<file path="src/rtl/m6502_core_pkg.sv">
`default_nettype none
// +------------------------------------------------------------------+
// | M6502Defs : shared decode types for the M6502 instruction front  |
// | Rev 1.0                                                          |
// +------------------------------------------------------------------+
package M6502Defs;

  typedef enum logic [5:0] {
    ADC, AND, ASL, BCC, BCS, BEQ, BIT, BMI, BNE, BPL, BRK, BVC, BVS, CLC,
    CLD, CLI, CLV, CMP, CPX, CPY, DEC, DEX, DEY, EOR, INC, INX, INY, JMP,
    JSR, LDA, LDX, LDY, LSR, NOP, ORA, PHA, PHP, PLA, PLP, ROL, ROR, RTI,
    RTS, SBC, SEC, SED, SEI, STA, STX, STY, TAX, TAY, TSX, TXA, TXS, TYA
  } Operation;

  typedef enum logic [3:0] {
    Implied, Immediate, ZeroPage, ZeroPageIndexed, Absolute, AbsoluteIndexed,
    IndexedIndirect, IndirectIndexed, Relative, AbsoluteIndirect
  } AddressingMode;

  typedef enum logic [1:0] {
    Access_Read, Access_Write, Access_ReadWrite
  } AccessType;

  localparam logic [7:0] c_RESET_OPCODE = 8'hEA;

  typedef struct packed {
    Operation      op;
    AddressingMode mode;
    logic          index_y;
    logic          legal;
  } decode_t;

  localparam decode_t c_ILLEGAL_DECODE = '{op: NOP, mode: Implied, index_y: 1'b0, legal: 1'b0};

  function automatic decode_t mk_decode(Operation op, AddressingMode mode, logic index_y);
    decode_t d;
    d.op      = op;
    d.mode    = mode;
    d.index_y = index_y;
    d.legal   = 1'b1;
    return d;
  endfunction

  // Accumulator shifts (Implied) touch no memory, so they stay plain reads.
  function automatic AccessType access_of(Operation op, AddressingMode mode);
    AccessType a;
    case (op)
      STA, STX, STY, PHA, PHP:      a = Access_Write;
      ASL, LSR, ROL, ROR, INC, DEC: a = (mode == Implied) ? Access_Read : Access_ReadWrite;
      default:                      a = Access_Read;
    endcase
    return a;
  endfunction

endpackage
`default_nettype wire

</file>
<file path="src/rtl/m6502_core_opcode_decoder.sv">
`default_nettype none
// +------------------------------------------------------------------+
// | m6502_opcode_decoder : combinational aaabbbcc opcode decode      |
// | Rev 1.0                                                          |
// +------------------------------------------------------------------+
module m6502_opcode_decoder
  import M6502Defs::*;
(
  input  logic [7:0]    i_opcode,
  output Operation      o_operation,
  output AddressingMode o_addressingMode,
  output AccessType     o_accessType,
  output logic          o_indexY,
  output logic          o_illegal
);

  logic [2:0] w_aaa;
  logic [2:0] w_bbb;
  logic [1:0] w_cc;
  logic       w_xyReg;
  decode_t    w_dec;

  assign w_aaa   = i_opcode[7:5];
  assign w_bbb   = i_opcode[4:2];
  assign w_cc    = i_opcode[1:0];
  assign w_xyReg = (w_aaa == 3'd4) || (w_aaa == 3'd5);

  always_comb begin
    w_dec = c_ILLEGAL_DECODE;

    case (w_cc)
      2'b01: begin
        w_dec.legal = (i_opcode != 8'h89);
        case (w_aaa)
          3'd0:    w_dec.op = ORA;
          3'd1:    w_dec.op = AND;
          3'd2:    w_dec.op = EOR;
          3'd3:    w_dec.op = ADC;
          3'd4:    w_dec.op = STA;
          3'd5:    w_dec.op = LDA;
          3'd6:    w_dec.op = CMP;
          default: w_dec.op = SBC;
        endcase
        case (w_bbb)
          3'd0: w_dec.mode = IndexedIndirect;
          3'd1: w_dec.mode = ZeroPage;
          3'd2: w_dec.mode = Immediate;
          3'd3: w_dec.mode = Absolute;
          3'd4: begin
            w_dec.mode    = IndirectIndexed;
            w_dec.index_y = 1'b1;
          end
          3'd5: w_dec.mode = ZeroPageIndexed;
          3'd6: begin
            w_dec.mode    = AbsoluteIndexed;
            w_dec.index_y = 1'b1;
          end
          default: w_dec.mode = AbsoluteIndexed;
        endcase
      end

      2'b10: begin
        case (w_aaa)
          3'd0:    w_dec.op = ASL;
          3'd1:    w_dec.op = ROL;
          3'd2:    w_dec.op = LSR;
          3'd3:    w_dec.op = ROR;
          3'd4:    w_dec.op = STX;
          3'd5:    w_dec.op = LDX;
          3'd6:    w_dec.op = DEC;
          default: w_dec.op = INC;
        endcase
        case (w_bbb)
          3'd0: begin
            w_dec.mode  = Immediate;
            w_dec.legal = (w_aaa == 3'd5);
          end
          3'd1: begin
            w_dec.mode  = ZeroPage;
            w_dec.legal = 1'b1;
          end
          3'd2: begin
            w_dec.mode  = Implied;
            w_dec.legal = ~w_aaa[2];
          end
          3'd3: begin
            w_dec.mode  = Absolute;
            w_dec.legal = 1'b1;
          end
          3'd5: begin
            w_dec.mode    = ZeroPageIndexed;
            w_dec.index_y = w_xyReg;
            w_dec.legal   = 1'b1;
          end
          3'd7: begin
            w_dec.mode    = AbsoluteIndexed;
            w_dec.index_y = w_xyReg;
            w_dec.legal   = (i_opcode != 8'h9E);
          end
          default: w_dec.legal = 1'b0;
        endcase
        // ROR keeps the original core's swapped absolute/indexed encodings.
        if (i_opcode == 8'h6E) begin
          w_dec.mode = AbsoluteIndexed;
        end else if (i_opcode == 8'h7E) begin
          w_dec.mode = Absolute;
        end
      end

      default: ;
    endcase

    // Irregular cc=00 opcodes, branches and single-byte implied forms.
    case (i_opcode)
      8'h24: w_dec = mk_decode(BIT, ZeroPage,         1'b0);
      8'h2C: w_dec = mk_decode(BIT, Absolute,         1'b0);
      8'h4C: w_dec = mk_decode(JMP, Absolute,         1'b0);
      8'h6C: w_dec = mk_decode(JMP, AbsoluteIndirect, 1'b0);
      8'h20: w_dec = mk_decode(JSR, Absolute,         1'b0);
      8'h84: w_dec = mk_decode(STY, ZeroPage,         1'b0);
      8'h94: w_dec = mk_decode(STY, ZeroPageIndexed,  1'b0);
      8'h8C: w_dec = mk_decode(STY, Absolute,         1'b0);
      8'hA0: w_dec = mk_decode(LDY, Immediate,        1'b0);
      8'hA4: w_dec = mk_decode(LDY, ZeroPage,         1'b0);
      8'hB4: w_dec = mk_decode(LDY, ZeroPageIndexed,  1'b0);
      8'hAC: w_dec = mk_decode(LDY, Absolute,         1'b0);
      8'hBC: w_dec = mk_decode(LDY, AbsoluteIndexed,  1'b0);
      8'hC0: w_dec = mk_decode(CPY, Immediate,        1'b0);
      8'hC4: w_dec = mk_decode(CPY, ZeroPage,         1'b0);
      8'hCC: w_dec = mk_decode(CPY, Absolute,         1'b0);
      8'hE0: w_dec = mk_decode(CPX, Immediate,        1'b0);
      8'hE4: w_dec = mk_decode(CPX, ZeroPage,         1'b0);
      8'hEC: w_dec = mk_decode(CPX, Absolute,         1'b0);
      8'h10: w_dec = mk_decode(BPL, Relative,         1'b0);
      8'h30: w_dec = mk_decode(BMI, Relative,         1'b0);
      8'h50: w_dec = mk_decode(BVC, Relative,         1'b0);
      8'h70: w_dec = mk_decode(BVS, Relative,         1'b0);
      8'h90: w_dec = mk_decode(BCC, Relative,         1'b0);
      8'hB0: w_dec = mk_decode(BCS, Relative,         1'b0);
      8'hD0: w_dec = mk_decode(BNE, Relative,         1'b0);
      8'hF0: w_dec = mk_decode(BEQ, Relative,         1'b0);
      8'h00: w_dec = mk_decode(BRK, Implied,          1'b0);
      8'h08: w_dec = mk_decode(PHP, Implied,          1'b0);
      8'h18: w_dec = mk_decode(CLC, Implied,          1'b0);
      8'h28: w_dec = mk_decode(PLP, Implied,          1'b0);
      8'h38: w_dec = mk_decode(SEC, Implied,          1'b0);
      8'h40: w_dec = mk_decode(RTI, Implied,          1'b0);
      8'h48: w_dec = mk_decode(PHA, Implied,          1'b0);
      8'h58: w_dec = mk_decode(CLI, Implied,          1'b0);
      8'h60: w_dec = mk_decode(RTS, Implied,          1'b0);
      8'h68: w_dec = mk_decode(PLA, Implied,          1'b0);
      8'h78: w_dec = mk_decode(SEI, Implied,          1'b0);
      8'h88: w_dec = mk_decode(DEY, Implied,          1'b0);
      8'h8A: w_dec = mk_decode(TXA, Implied,          1'b0);
      8'h98: w_dec = mk_decode(TYA, Implied,          1'b0);
      8'h9A: w_dec = mk_decode(TXS, Implied,          1'b0);
      8'hA8: w_dec = mk_decode(TAY, Implied,          1'b0);
      8'hAA: w_dec = mk_decode(TAX, Implied,          1'b0);
      8'hB8: w_dec = mk_decode(CLV, Implied,          1'b0);
      8'hBA: w_dec = mk_decode(TSX, Implied,          1'b0);
      8'hC8: w_dec = mk_decode(INY, Implied,          1'b0);
      8'hCA: w_dec = mk_decode(DEX, Implied,          1'b0);
      8'hD8: w_dec = mk_decode(CLD, Implied,          1'b0);
      8'hE8: w_dec = mk_decode(INX, Implied,          1'b0);
      8'hEA: w_dec = mk_decode(NOP, Implied,          1'b0);
      8'hF8: w_dec = mk_decode(SED, Implied,          1'b0);
      default: ;
    endcase

    if (!w_dec.legal) begin
      w_dec.op      = NOP;
      w_dec.mode    = Implied;
      w_dec.index_y = 1'b0;
    end
  end

  assign o_operation      = w_dec.op;
  assign o_addressingMode = w_dec.mode;
  assign o_accessType     = access_of(w_dec.op, w_dec.mode);
  assign o_indexY         = w_dec.index_y;
  assign o_illegal        = ~w_dec.legal;

endmodule
`default_nettype wire

</file>
<file path="src/rtl/m6502_core.sv">
`default_nettype none
// +------------------------------------------------------------------+
// | m6502_core : opcode latch and decode front end of the M6502 CPU  |
// | Optional macro M6502_TB_HOOKS_EN adds task TbSetOpcode.          |
// | Rev 1.0                                                          |
// +------------------------------------------------------------------+
module m6502_core
  import M6502Defs::*;
(
  input  logic          i_clk,
  input  logic          i_reset,
  input  logic [7:0]    i_data,
  input  logic          i_opcodeLoad,
  output Operation      o_operation,
  output AddressingMode o_addressingMode,
  output AccessType     o_accessType,
  output logic          o_indexY,
  output logic          o_illegal
);

  logic [7:0]    r_opcode;
  Operation      r_operation;
  AddressingMode r_addressingMode;
  AccessType     r_operationAccessType;
  logic          w_indexY;
  logic          w_illegal;

`ifdef M6502_TB_HOOKS_EN
  always @(posedge i_clk or posedge i_reset) begin
    if (i_reset) begin
      r_opcode <= c_RESET_OPCODE;
    end else if (i_opcodeLoad) begin
      r_opcode <= i_data;
    end
  end

  // Lets a bench place any opcode in the latch without clocking a fetch.
  task automatic TbSetOpcode(input logic [7:0] opcode);
    r_opcode <= opcode;
  endtask
`else
  always_ff @(posedge i_clk or posedge i_reset) begin
    if (i_reset) begin
      r_opcode <= c_RESET_OPCODE;
    end else if (i_opcodeLoad) begin
      r_opcode <= i_data;
    end
  end
`endif

  m6502_opcode_decoder u_decoder (
    .i_opcode         (r_opcode),
    .o_operation      (r_operation),
    .o_addressingMode (r_addressingMode),
    .o_accessType     (r_operationAccessType),
    .o_indexY         (w_indexY),
    .o_illegal        (w_illegal)
  );

  assign o_operation      = r_operation;
  assign o_addressingMode = r_addressingMode;
  assign o_accessType     = r_operationAccessType;
  assign o_indexY         = w_indexY;
  assign o_illegal        = w_illegal;

endmodule
`default_nettype wire

</file>
<file path="config.mk">
export PLATFORM = sky130hd
export DESIGN_NAME = m6502_core
export DESIGN_NICKNAME = d
export VERILOG_FILES = /design/src/rtl/m6502_core_pkg.sv /design/src/rtl/m6502_core_opcode_decoder.sv /design/src/rtl/m6502_core.sv
export SDC_FILE = /design/constraint.sdc
export NUM_CORES = 1
export LEC_CHECK = 0
export CORE_MARGIN = 4
export CORE_UTILIZATION = 61
export DETAILED_ROUTE_END_ITERATION = 16
export GPL_TIMING_DRIVEN = 0
export PLACE_DENSITY = 0.86
export RECOVER_POWER = 50
export SLEW_MARGIN = 15
export SYNTH_ARGS = -nofsm -noshare
export SYNTH_HDL_FRONTEND = slang
export SYNTH_SLANG_ARGS = --single-unit
</file>
<file path="constraint.sdc">
create_clock -name i_clk -period 9.3 [get_ports i_clk]
set_input_delay 1.86 -clock i_clk [delete_from_list [all_inputs] [get_ports i_clk]]
set_output_delay 1.86 -clock i_clk [all_outputs]
set_load 0.02 [all_outputs]
</file>
**Yosys cells after proc, flatten, opt, wreduce, memory -nomap -nowiden**

Index checks and enable logic that the tools add are counted.

- Bits in registers: 8
- Input port bits: 11
- Output and inout port bits: 14
- Word-level logic and storage cells: 108

- Eq/ne operators: 81
- Multiplexer cells: 14
- Bitwise logic cells: 2
- Reduce and logical (&&, ||, !) cells: 10

Operators with widths:

| operator | count |
|---|---|
| $pmux 12 s52 | 1 |
| $eq 8x8->1 const B | 32 |
| $eq 8x7->1 const B | 12 |
| $pmux 6 s7 | 2 |
| $eq 6x6->1 const B | 8 |
| $eq 8x6->1 const B | 6 |
| $pmux 12 s2 | 1 |
| $eq 3x3->1 const B | 7 |
| $pmux 3 s6 | 1 |
| $eq 8x5->1 const B | 2 |
| $ne 8x8->1 const B | 2 |
| $pmux 3 s5 | 1 |
| $eq 3x2->1 const B | 4 |
| $eq 6x5->1 const B | 2 |
| $mux 11 | 1 |
| $eq 8x4->1 const B | 1 |
| $logic_not 8->1 | 1 |
| $eq 3x1->1 const B | 2 |
| $eq 6x2->1 const B | 1 |
| $logic_not 3->1 | 2 |
| $reduce_or 6->1 | 1 |
| $reduce_or 5->1 | 1 |
| $logic_not 4->1 | 1 |
| $mux 4 | 1 |
| other kinds (11) | 14 |

**Longest topological paths before layout**

- Depth after elaboration: 10
- Gate-level depth with buffers: 13

**By module**

From an unflattened synthesis, not the netlist that was laid out.

- Cells, all modules: 285
- Area total of the unflattened synthesis: 2093.3 sq um

By module, submodules not included:

| module | times used | cells an instance | area an instance (sq um) |
|---|---|---|---|
| m6502_opcode_decoder | 1 | 267 | 1751.7 |
| m6502_core | 1 | 18 | 341.6 |

**Worst setup path after synthesis**

Ideal clock, no wire load.

- Path kind: register to output
- Start: register r_opcode[1]
- End: output port o_accessType[1]
- Data arrival time: 3067 ps
- Slack: 4373 ps
- Cell stages (with the launch flop): 12
- Buffers on the path: 1
- Cells stage by stage: dfstp_2 -> inv_1 -> ha_1 -> buf_2 -> and2_1 -> o211a_1 -> nor4_4 -> nand4_4 -> o32ai_1 -> or4b_1 -> nand2_1 -> o21ai_1

- Cells in the longest elaborated chain, start to end: 9
- Elaborated cells on any way between the ends: 80

RTL lines:

| element | line | source |
|---|---|---|
| from (decl) | m6502_core.sv:21 | `logic [7:0] r_opcode;` |
| from (signal assigned) | m6502_core.sv:44 | `r_opcode <= c_RESET_OPCODE;` |
| from (signal assigned) | m6502_core.sv:46 | `r_opcode <= i_data;` |
| $eq 8x7->1 | m6502_core_opcode_decoder.sv:105 | `end else if (i_opcode == 8'h7E) begin` |
| $mux 3 | m6502_core_opcode_decoder.sv:105 |  |
| $mux 4 | m6502_core_opcode_decoder.sv:103 | `if (i_opcode == 8'h6E) begin` |
| $pmux 12 s2 | m6502_core_opcode_decoder.sv:31 | `case (w_cc)` |
| $pmux 12 s52 * | m6502_core_opcode_decoder.sv:114 | `case (i_opcode)` |
| $mux 11 * | m6502_core_opcode_decoder.sv:170 | `if (!w_dec.legal) begin` |
| named net o_addressingMode[1] | m6502_core.sv:15 | `output AddressingMode o_addressingMode,` |
| $logic_not 4->1 * | m6502_core_pkg.sv:49 | `ASL, LSR, ROL, ROR, INC, DEC: a = (mode == Implied) ? Access_Read : Access_ReadWrite;` |
| $mux 2 * | m6502_core_pkg.sv:49 |  |
| $pmux 2 s2 * | m6502_core_pkg.sv:47 | `case (op)` |
| to (decl) | m6502_core.sv:16 | `output AccessType o_accessType,` |

The timed path passes the listed nets; every way through them passes the cells marked *.

**Worst setup path in the final report**

- Start: register r_opcode[1]
- End: output port o_accessType[1]

- Cells in the longest elaborated chain, start to end: 9
- Elaborated cells on any way between the ends: 80

RTL lines:

| element | line |
|---|---|
| $eq 8x7->1 | m6502_core_opcode_decoder.sv:105 |
| $mux 3 | m6502_core_opcode_decoder.sv:105 |
| $mux 4 | m6502_core_opcode_decoder.sv:103 |
| $pmux 12 s2 | m6502_core_opcode_decoder.sv:31 |
| $pmux 12 s52 * | m6502_core_opcode_decoder.sv:114 |
| $mux 11 * | m6502_core_opcode_decoder.sv:170 |
| branches (longest 2 deep; another with $eq 6x2->1) | n/a |
| $pmux 2 s2 * | m6502_core_pkg.sv:47 |

Every way passes the cells marked *.

==> flow_summary.yaml <==
sta:
  setup_viol: 0
  fmax_mhz: 170
  hold_viol_final: 0
  slew_viol_final: 0
  setup_slack_ps: 3420
  period_minus_slack_ps: 5880
  skew_ps: 0
  slew_headroom_pct: 62.8
  fin_setup_tns_ps: 0
  min_period_over_period_pct: 63.2
  rsz0062_at_grt: "false"
  tightestPinTransition_ps: 557
drt:
  via_per_inst: 7.04
  remaining_drc_errors: 0
  postRouteAntennaNets: 0
  drt-total-wl_um: 6210
  drt_iter0_drc: 373
  vias: 2268
  first_pass_iters: 5
  routedWlPerCell_um: 19.3
place:
  io_buffers: 24
  place_hpwl_um: 4760
  place_inst: 318
  gp_congestion: 0.982
  placed_area_sq_mm: 0.00215
  dp_slack_ps: 3830
finish:
  area_delta_synth_final_pct: 16.3
  drive_gt1_share_pct: 14.1
  largest_register_ffs: 8
  largest_register: "r_opcode"
  final_cells: 322
  antenna-diode-count: 0
  register_area_sq_um: 206
  multi_input_area_sq_mm: 0.00149
  top_regs: "r_opcode: 8 flops"
  post-route-cell-area_sq_mm: 0.00218
  n_fill_cell: 228
  nets: 306
pwr:
  peakVddDrop_v: 0.000105
  powerDensity_mw_per_mm2: 119
  p_leak_nw: 0.823
global_routing:
  grt_max_degree: 11
  track_usage_pct: 31.2
  grt_pass1_wl_um: 10300
  antenna_found_initial: 0
  grt_pass1_vias: 2125
  global_route.overflow_total: 0
hold_path:
  hp-class: "reg -> reg"
  whs_path_depth: 2
setup_path:
  worstPathMaxFanout: 10
  critPathKind: "reg -> out"
  cp-end-kind: "output pin"
  required_ps: 7440
  worst_ep_arrival_time_ps: 4020
  r2r_cells: 4
  start_kind: "register"
clock_tree:
  clkSinkCount: 8
  clockBufferDepth: 2
  cts_tree: "yes"
  cts_buffers: 3
  clkLatencyLatePin_ps: 260
  clk_pin_slew_ps: 70
  clock-root-buffer: "clkbuf_4"
  ctsHoldBuffers: 0
  postCtsSetupBuffers: 0
  postCtsResizedCells: 0
  htree_levels: 1
logic_synthesis:
  synth_fp_nets: 277
  ys_warn_count: 0
  synthArstFlopShare_pct: 100
  ys_seq_area_share_pct: 11.0
  ys_ff_latch: 8
  postSynthAreaPerCell_sq_um: 7.12
  netlist_area_sq_mm: 0.00187
  synth.distinct_cells: 72
  synthFlopType: "dfstp_2"
  synth_edf_count: 0
  syn_inst: 263
floorplanning:
  dieHeight_um: 63.4
  dieArea_sq_mm: 0.00402
  core_sq_mm: 0.00285
  die_x_um: 63.4
  rows: 19
  ioPinCount: 25
  initial_core_util_pct: 65.7
outcome:
  outcome: "complete, no violations"
job:
  maxCapViolations: 0
## where the power goes
part           switching (mW)  internal [mW]
Combinational           0.111         0.0748
Clock                  0.0144         0.0165
Sequential            0.00343         0.0396
## per-layer routing
layer  track usage, %  up-vias  part of all wire (%)  wire, um
met5                0        -                     0         0
met4             11.6        0                   3.0       184
met3             10.1       22                    15       902
met2             45.0      186                    43      2690
met1             43.0     1020                    39      2430
li1                 -     1040                     -         -
## cell families (layout without fill, tap and decap cells)
logic type | Yosys count | count (layout) | share of synthesized area (%)
adder cells (fa/ha/maj) | 3 | 3 | 2.00
AO/OA/AOI/OAI | 99 | 99 | 36.6
buffers and inverters | 34 | 62 | 9.55
XOR/XNOR | 5 | 5 | 2.74
flip-flops | 8 | 8 | 11.0
multiplexers | 5 | 5 | 3.47
AND/OR/NAND/NOR | 109 | 109 | 34.6
## path summary, 6_finish.rpt
kind / startpoint / end / slack [ps]
max: r_opcode[1] / o_accessType[1] / 3420
min: r_opcode[1] / r_opcode[1] / 550
max reg2reg: r_opcode[2] / r_opcode[2] / 7730
min reg2reg: r_opcode[1] / r_opcode[1] / 550
max in group asynchronous: i_reset / r_opcode[5] / 6990
min in group asynchronous: i_reset / r_opcode[4] / 2000
## worst max-delay path: stages (launching register included)
cell and delay [ps]:
dfstp_2 540, inv_1 70, ha_1 170, buf_2 170, clkbuf_1 250, buf_1 320
o211ai_1 250, o41ai_1 140, a2111oi_1 560, o21ai_2 230, nor3_1 280, o211ai_2 90
o21ai_1 80, clkdlybuf4s50_1 610
## through the flow
step                hold slack (ps)  utilization [%]  total power, mW
floorplan                       498                -            0.170
global placement                519             75.4            0.222
detailed placement              538             75.4            0.224
CTS                             548             76.4            0.254
global route                    576             76.4            0.275
finish                          552             76.4            0.260
## placed cells by master, fill, tap and decap left out, types with 4 or more instances in the layout
| cell type | count |
|---|---|
| nand3_1 | 9 |
| o211ai_1 | 4 |
| nor2_1 | 10 |
| o22ai_1 | 6 |
| and2_1 | 8 |
| a21oi_1 | 18 |
| nand2_1 | 27 |
| nand2b_1 | 8 |
| a31oi_1 | 5 |
| nor3_1 | 8 |
| nor2b_1 | 14 |
| inv_1 | 10 |
| buf_6 | 4 |
| clkdlybuf4s50_1 | 22 |
| dfstp_2 | 5 |
| buf_2 | 8 |
| clkbuf_1 | 8 |
| o21ai_0 | 26 |
## cell usage after synthesis (all sizes together) (2+ instances only)
master,count,area (sq um)
xor2,3,33.8
a22oi,3,22.5
and2b,3,22.5
nand3,9,45.0
o21ai,29,149
mux2,2,22.5
o211ai,6,55.1
clkbuf,7,26.3
nand2,27,101
ha,3,37.5
nor2,10,37.5
xnor2,2,17.5
buf,16,111
mux2i,3,42.5
a2bb2oi,2,23.8
and2,8,50.1
nor3,8,40.0
nand4,3,33.8
nor3b,3,22.5
nor2b,14,87.6
dfstp,5,131
a21oi,19,98.9
a32oi,3,26.3
a31oi,5,31.3
o2111ai,2,23.8
o32ai,3,26.3
o211a,4,40.0
a211oi,2,15.0
or3b,2,17.5
o22ai,7,50.1
dfrtp,3,75.1
or4b,2,20.0
a21o,2,15.0
nand3b,3,22.5
nand2b,8,50.1
and3b,2,17.5
inv,10,37.5
## layout make-up
| cell class | instances | share of cell area [%] |
|---|---|---|
| multi-input combinational | 221 | 68.3 |
| timing repair buffer | 24 | 11.0 |
| sequential | 8 | 9.48 |
| buffer | 23 | 6.32 |
| inverter | 11 | 1.90 |
| tap | 31 | 1.78 |
| clock buffer | 4 | 1.21 |
Power figures use the tool's default switching activity.
